**config.mk**
```make
export PLATFORM = sky130hd
export DESIGN_NAME = cis_dvp_frame_tx
export DESIGN_NICKNAME = d
export VERILOG_FILES = /design/src/rtl/cis_dvp_frame_tx.sv
export SDC_FILE = /design/constraint.sdc
export NUM_CORES = 1
export LEC_CHECK = 0
export ABC_CLOCK_PERIOD_IN_PS = 3600
export BUFFER_PORTS_ARGS = -buffer_cell sky130_fd_sc_hd__clkbuf_2
export CAP_MARGIN = 30
export CORE_MARGIN = 3
export CORE_UTILIZATION = 53
export DETAILED_ROUTE_END_ITERATION = 12
export PLACE_DENSITY = 0.77
export SLEW_MARGIN = 40
export SYNTH_ARGS = -nofsm -noshare
export SYNTH_HDL_FRONTEND = slang
export SYNTH_SLANG_ARGS = --single-unit
```
**constraint.sdc**
```tcl
create_clock -name wb_clk_i -period 3.6 [get_ports wb_clk_i]
set_input_delay 0.72 -clock wb_clk_i [delete_from_list [all_inputs] [get_ports wb_clk_i]]
set_output_delay 0.72 -clock wb_clk_i [all_outputs]
set_load 0.005 [all_outputs]
```
**src/rtl/cis_dvp_frame_tx.sv**
```systemverilog
// rtl/cis_dvp_frame_tx.sv - DVP camera-sensor frame transmitter (test patterns or external pixel stream)
module cis_dvp_frame_tx #(
    parameter int DATA_W    = 10,
    parameter int PCLK_DIV  = 2,
    parameter int H_ACTIVE  = 640,
    parameter int H_BLANK   = 144,
    parameter int V_ACTIVE  = 480,
    parameter int VSYNC_LEN = 3,
    parameter int V_BACK    = 17,
    parameter int V_FRONT   = 10
) (
    input  logic              wb_clk_i,
    input  logic              wb_rst_n_i,
    input  logic              start_i,
    input  logic              cont_i,
    input  logic [1:0]        pat_sel_i,
    input  logic [DATA_W-1:0] pix_data_i,
    input  logic              pix_valid_i,
    output logic              pix_ready_o,
    output logic              cis_pclk_o,
    output logic              cis_vsync_o,
    output logic              cis_href_o,
    output logic [DATA_W-1:0] cis_data_o,
    output logic              busy_o,
    output logic              frame_done_o,
    output logic              underflow_o,
    output logic [15:0]       frame_cnt_o
);
    localparam int LINE  = H_ACTIVE + H_BLANK;
    localparam int XW    = $clog2(LINE);
    localparam int DW    = $clog2(PCLK_DIV);
    localparam int BAR_W = H_ACTIVE / 8;
    localparam int SW    = (BAR_W > 1) ? $clog2(BAR_W) : 1;

    localparam logic [DW-1:0] DIV_LAST = DW'(PCLK_DIV - 1);
    localparam logic [DW-1:0] DIV_HALF = DW'(PCLK_DIV / 2);
    localparam logic [XW-1:0] X_LAST   = XW'(LINE - 1);
    localparam logic [XW-1:0] X_ACT    = XW'(H_ACTIVE);
    localparam logic [XW-1:0] X_ACT_M1 = XW'(H_ACTIVE - 1);
    localparam logic [SW-1:0] SUB_LAST = SW'(BAR_W - 1);

    typedef enum logic [2:0] {S_IDLE, S_VSYNC, S_VBACK, S_ACTIVE, S_VFRONT} state_t;

    state_t            state, state_nx;
    logic [XW-1:0]     x, x_nx;
    logic [15:0]       line, line_nx, lines_last;
    logic [2:0]        bar, bar_nx;
    logic [SW-1:0]     sub, sub_nx;
    logic [DW-1:0]     div;
    logic [1:0]        pat;
    logic              tick, start_ok, frame_end, act_nx;
    logic [DATA_W-1:0] data_nx;
    logic [15:0]       ramp_sum, bar_val;

    assign tick       = (state != S_IDLE) && (div == DIV_LAST);
    assign busy_o     = (state != S_IDLE);
    assign cis_pclk_o = (div >= DIV_HALF);

    always_comb begin
        lines_last = 16'd0;
        case (state)
            S_VSYNC:  lines_last = 16'(VSYNC_LEN - 1);
            S_VBACK:  lines_last = 16'(V_BACK - 1);
            S_ACTIVE: lines_last = 16'(V_ACTIVE - 1);
            S_VFRONT: lines_last = 16'(V_FRONT - 1);
            default:  lines_last = 16'd0;
        endcase
    end

    // Position registers describe the pixel currently on the bus; the *_nx
    // values are the pixel launched at the next PCLK falling edge.
    always_comb begin
        state_nx  = state;
        x_nx      = x;
        line_nx   = line;
        bar_nx    = bar;
        sub_nx    = sub;
        start_ok  = 1'b0;
        frame_end = 1'b0;
        if (state == S_IDLE) begin
            if (start_i) begin
                state_nx = S_VSYNC;
                x_nx     = '0;
                line_nx  = 16'd0;
                bar_nx   = 3'd0;
                sub_nx   = '0;
                start_ok = 1'b1;
            end
        end else if (tick) begin
            if (x != X_LAST) begin
                x_nx = x + XW'(1);
                if (x < X_ACT_M1) begin
                    if (sub == SUB_LAST) begin
                        bar_nx = bar + 3'd1;
                        sub_nx = '0;
                    end else begin
                        sub_nx = sub + SW'(1);
                    end
                end
            end else begin
                x_nx   = '0;
                bar_nx = 3'd0;
                sub_nx = '0;
                if (line != lines_last) begin
                    line_nx = line + 16'd1;
                end else begin
                    line_nx = 16'd0;
                    case (state)
                        S_VSYNC:  state_nx = S_VBACK;
                        S_VBACK:  state_nx = S_ACTIVE;
                        S_ACTIVE: state_nx = S_VFRONT;
                        default: begin
                            frame_end = 1'b1;
                            state_nx  = cont_i ? S_VSYNC : S_IDLE;
                        end
                    endcase
                end
            end
        end
    end

    assign act_nx      = (state_nx == S_ACTIVE) && (x_nx < X_ACT);
    assign pix_ready_o = tick && act_nx && (pat == 2'd3);
    assign ramp_sum    = 16'(x_nx) + line_nx;
    assign bar_val     = {13'd0, bar_nx} * 16'd146;

    always_comb begin
        data_nx = '0;
        if (act_nx) begin
            case (pat)
                2'd0:    data_nx = bar_val[DATA_W-1:0];
                2'd1:    data_nx = ramp_sum[DATA_W-1:0];
                2'd2:    data_nx = (x_nx[3] ^ line_nx[3]) ? '1 : '0;
                default: data_nx = pix_valid_i ? pix_data_i : '0;
            endcase
        end
    end

    always_ff @(posedge wb_clk_i or negedge wb_rst_n_i) begin
        if (!wb_rst_n_i) begin
            state        <= S_IDLE;
            x            <= '0;
            line         <= 16'd0;
            bar          <= 3'd0;
            sub          <= '0;
            div          <= '0;
            pat          <= 2'd0;
            cis_vsync_o  <= 1'b0;
            cis_href_o   <= 1'b0;
            cis_data_o   <= '0;
            frame_done_o <= 1'b0;
            underflow_o  <= 1'b0;
            frame_cnt_o  <= 16'd0;
        end else begin
            state        <= state_nx;
            x            <= x_nx;
            line         <= line_nx;
            bar          <= bar_nx;
            sub          <= sub_nx;
            frame_done_o <= frame_end;
            if (state == S_IDLE || tick)
                div <= '0;
            else
                div <= div + DW'(1);
            if (start_ok || (frame_end && cont_i))
                pat <= pat_sel_i;
            if (start_ok || tick) begin
                cis_vsync_o <= (state_nx == S_VSYNC);
                cis_href_o  <= act_nx;
                cis_data_o  <= data_nx;
            end
            if (frame_end)
                frame_cnt_o <= frame_cnt_o + 16'd1;
            if (start_ok)
                underflow_o <= 1'b0;
            else if (pix_ready_o && !pix_valid_i)
                underflow_o <= 1'b1;
        end
    end
endmodule

```
==> impl_metrics.py <==
metrics = {
    "timing": {
        "grt_setup_unrepaired": "yes",
        "slew_headroom_pct": 54.6,
        "setup_violations": 5,
        "finalCriticalPeriod_ps": 3800,
        "tightest_slew_ps": 675,
        "fmax_ghz": 0.263,
        "finClkSkew_ps": 12.8,
        "finalWorstSetupSlack_ps": -199,
        "slew_viol_final": 0,
        "finalHoldViolCount": 0,
        "post-route-period-util_pct": 106,
    },
    "route": {
        "finalWirelength_um": 12200,
        "wl_per_cell_um": 18.4,
        "via_per_inst": 6.08,
        "drc_errors": 0,
        "ant_nets": 0,
        "firstDrtPassIters": 5,
        "drt_iter0_markers": 389,
        "num_vias": 4046,
    },
    "yosys": {
        "ys_seq_area_share_pct": 43.3,
        "yosysWarnings": 0,
        "synth_ff_type": "dfrtp_1",
        "synth_top_area_share_pct": 43.3,
        "synth_largest_area_cell": "dfrtp_1",
        "synthArstFlopShare_pct": 100,
        "ys_seq_elements": 72,
        "avgSynthCellArea_um2": 9.42,
        "synth_cell_types": 56,
        "synth_edf_count": 0,
        "synth_area_leaders": "dfrtp_1, xor2_1, o21ai_0, ha_1, nand2_1",
        "netlist_area_um2": 4170,
        "netlist_instances": 442,
        "synth_fp_nets": 474,
    },
    "grt": {
        "grt-ovfl-total": 0,
        "grt_pass1_wl_um": 18700,
        "antenna_found_initial": 0,
        "grt_max_degree": 73,
        "grt_pass1_vias": 3771,
        "grt_use_total_pct": 27.1,
    },
    "finish": {
        "nets": 593,
        "final_common_cell": "dfrtp_1",
        "final_util_pct": 72.9,
        "final_cell_mix": "dfrtp_1, buf_4, clkbuf_2",
        "drive_above_1_share_pct": 32.2,
        "area_growth_pct": 30.3,
        "antenna_cells": 0,
    },
    "clocking": {
        "cts.sinks": 72,
        "holdBufCountCts": 0,
        "clockBufferDepth": 2,
        "cts_tree": "done",
        "cts_buffers": 9,
        "cts_root_buf": "clkbuf_8",
        "clk_latency_ps": 350,
        "clk_pin_slew_ps": 90,
        "htree_levels": 3,
    },
    "power_and_ir_drop": {
        "pwr-share-clk_pct": 30.4,
        "powerDensity_nw_per_um2": 466,
        "p_seq_share_pct": 38.6,
        "power.internal_mw": 1.66,
        "power.share.switching_pct": 34.4,
        "comb_power_share_pct": 31.0,
        "irDropWorstVdd_uv": 332,
        "leakage_nw": 2.67,
        "p_sw_uw": 869,
        "finalPower_mw": 2.53,
    },
    "worst_setup_path": {
        "crit_arrival_ps": 4050,
        "path_class": "reg -> reg",
        "slowest_stage": "dfrtp_2",
        "crit_chain": "and3b_2 > or4_4 > a32o_2 > nor3_4 > nor2b_2 > a32o_2 > ha_4 > a21o_1 > a21oi_2 > o21ai_2 > o41ai_2 > o21ai_1 > xnor2_1 > o21ai_1 > a22o_1",
        "cp-end-kind": "register",
        "crit_required_ps": 3850,
        "critPathMaxStageDelay_ps": 450,
        "start_kind": "register",
        "crit_fanout": 6,
    },
    "die": {
        "core_um2": 7450,
        "dieArea_um2": 8960,
        "die_x_um": 94.7,
        "die_y_um": 94.7,
        "start_util_pct": 55.9,
        "io_pins": 50,
        "row_count": 31,
    },
    "placed_design": {
        "place_ws_ps": -70.3,
        "gp_congestion": 0.959,
        "dp_hpwl_um": 8330,
        "port_buffers": 49,
    },
    "job": {
        "drv_cap": 0,
    },
    "run_status": {
        "run_status": "complete, but fails checks",
        "violations": "setup timing",
    },
    "hold_path": {
        "hold_path.class": "in -> async",
    },
}
==> registers in the layout (all words and copies together) (netlist names), 2 cells and up <==
| name | flops |
|---|---|
| sub | 7 |
| state | 3 |
| frame_cnt_o | 16 |
| bar | 3 |
| pat | 2 |
| cis_data_o | 10 |
| line | 16 |
| x | 10 |
==> cell usage after synthesis (2+ instances only) <==
cell / instances
and3_1: 15
mux2i_1: 6
o31a_1: 2
a21oi_1: 13
or4_1: 3
nand3_1: 14
a21boi_0: 2
a22o_1: 4
mux2_2: 4
xor2_1: 23
ha_1: 14
nand2b_1: 6
nand3b_1: 2
nor2b_1: 8
and2_1: 3
a211o_1: 2
dfrtp_1: 72
or4_4: 2
a21o_1: 10
o21ai_1: 2
clkbuf_1: 9
nand4_1: 15
nand2_1: 45
nor4_1: 4
a31o_2: 4
xnor2_1: 14
o21ai_0: 37
and4_1: 2
inv_1: 12
nor3_1: 6
a31oi_1: 4
nor2_1: 41
o31ai_1: 11
a32o_1: 9
==> cell type report <==
type	instances	area, um2
Fill cell	543	2020
Clock inverter	5	86.3
Multi-Input combinational cell	346	2420
Sequential cell	72	1810
Tap cell	99	124
Inverter	12	45.0
Clock buffer	11	151
Timing Repair Buffer	120	796
==> power by group through the flow <==
stage / combinational, mW / clock (mW) / sequential, mW
floorplan: 0.418 / 0 / 0.962
global placement: 0.666 / 0 / 0.982
detailed placement: 0.678 / 0 / 0.987
CTS: 0.703 / 0.772 / 0.972
global route: 0.844 / 0.804 / 0.988
finish: 0.782 / 0.769 / 0.977
==> critical path: cells and delay by family (launching register included) <==
family / cells / cell delay [ps]
xor gates and xnor gates: 1 / 190
adders and majority gates: 1 / 220
AOI/OAI and AO/OA: 9 / 1810
and+or+nand+nor: 4 / 1030
DFF: 1 / 450
==> path summary, 6_finish.rpt <==
kind / start / cells after the start / endpoint / slack (ps)
hold reg to reg: frame_cnt_o[15] / 1 / frame_cnt_o[15] / 480
hold / removal: wb_rst_n_i / 1 / sub[5] / 360
setup / recovery: state[1] / 15 / cis_data_o[9] / -200
min in group wb_clk_i: frame_cnt_o[15] / 1 / frame_cnt_o[15] / 480
max in group asynchronous: wb_rst_n_i / 1 / state[2] / 2730
setup reg to reg: state[1] / 15 / cis_data_o[9] / -200
==> layer usage <==
layer	wire, um	track usage [%]	vias up	part of all wire [%]
met3	916	4.22	38	7.5
met5	0	0	-	0
met2	5680	42.2	214	46
li1	-	-	1861	-
met1	5240	37.7	1933	43
met4	390	11.4	0	3.2
==> through the flow <==
| step | cells | cell area [um2] | setup TNS, ps | hold slack (ps) |
|---|---|---|---|---|
| global route | 665 | 5430 | -1410 | 407 |
| CTS | 647 | 5200 | -116 | 401 |
| finish | 665 | 5430 | -429 | 363 |
| floorplan | 442 | 4190 | 0 | 424 |
| detailed placement | 630 | 4900 | -144 | 461 |
| global placement | 630 | 4890 | 0 | 456 |
==> what timing repair did <==
item,4_1_cts,5_1_grt
pin swaps,4,14
gates resized for setup,16,24
setup buffers,1,19
cloned,0,0
setup endpoints to repair,5,9
==> logic make-up (layout without fill, tap and decap cells) <==
kind of cell,count (synthesis),after routing,share of synthesized area (%)
AO/OA/AOI/OAI,111,111,18.1
AND/OR/NAND/NOR,173,173,21.3
flip-flops,72,72,43.3
buffers and inverters,24,148,2.37
XOR/XNOR,37,37,7.78
adder cells (fa/ha/maj),15,15,4.69
multiplexers,10,10,2.52
(Power assumes the default switching activity.)
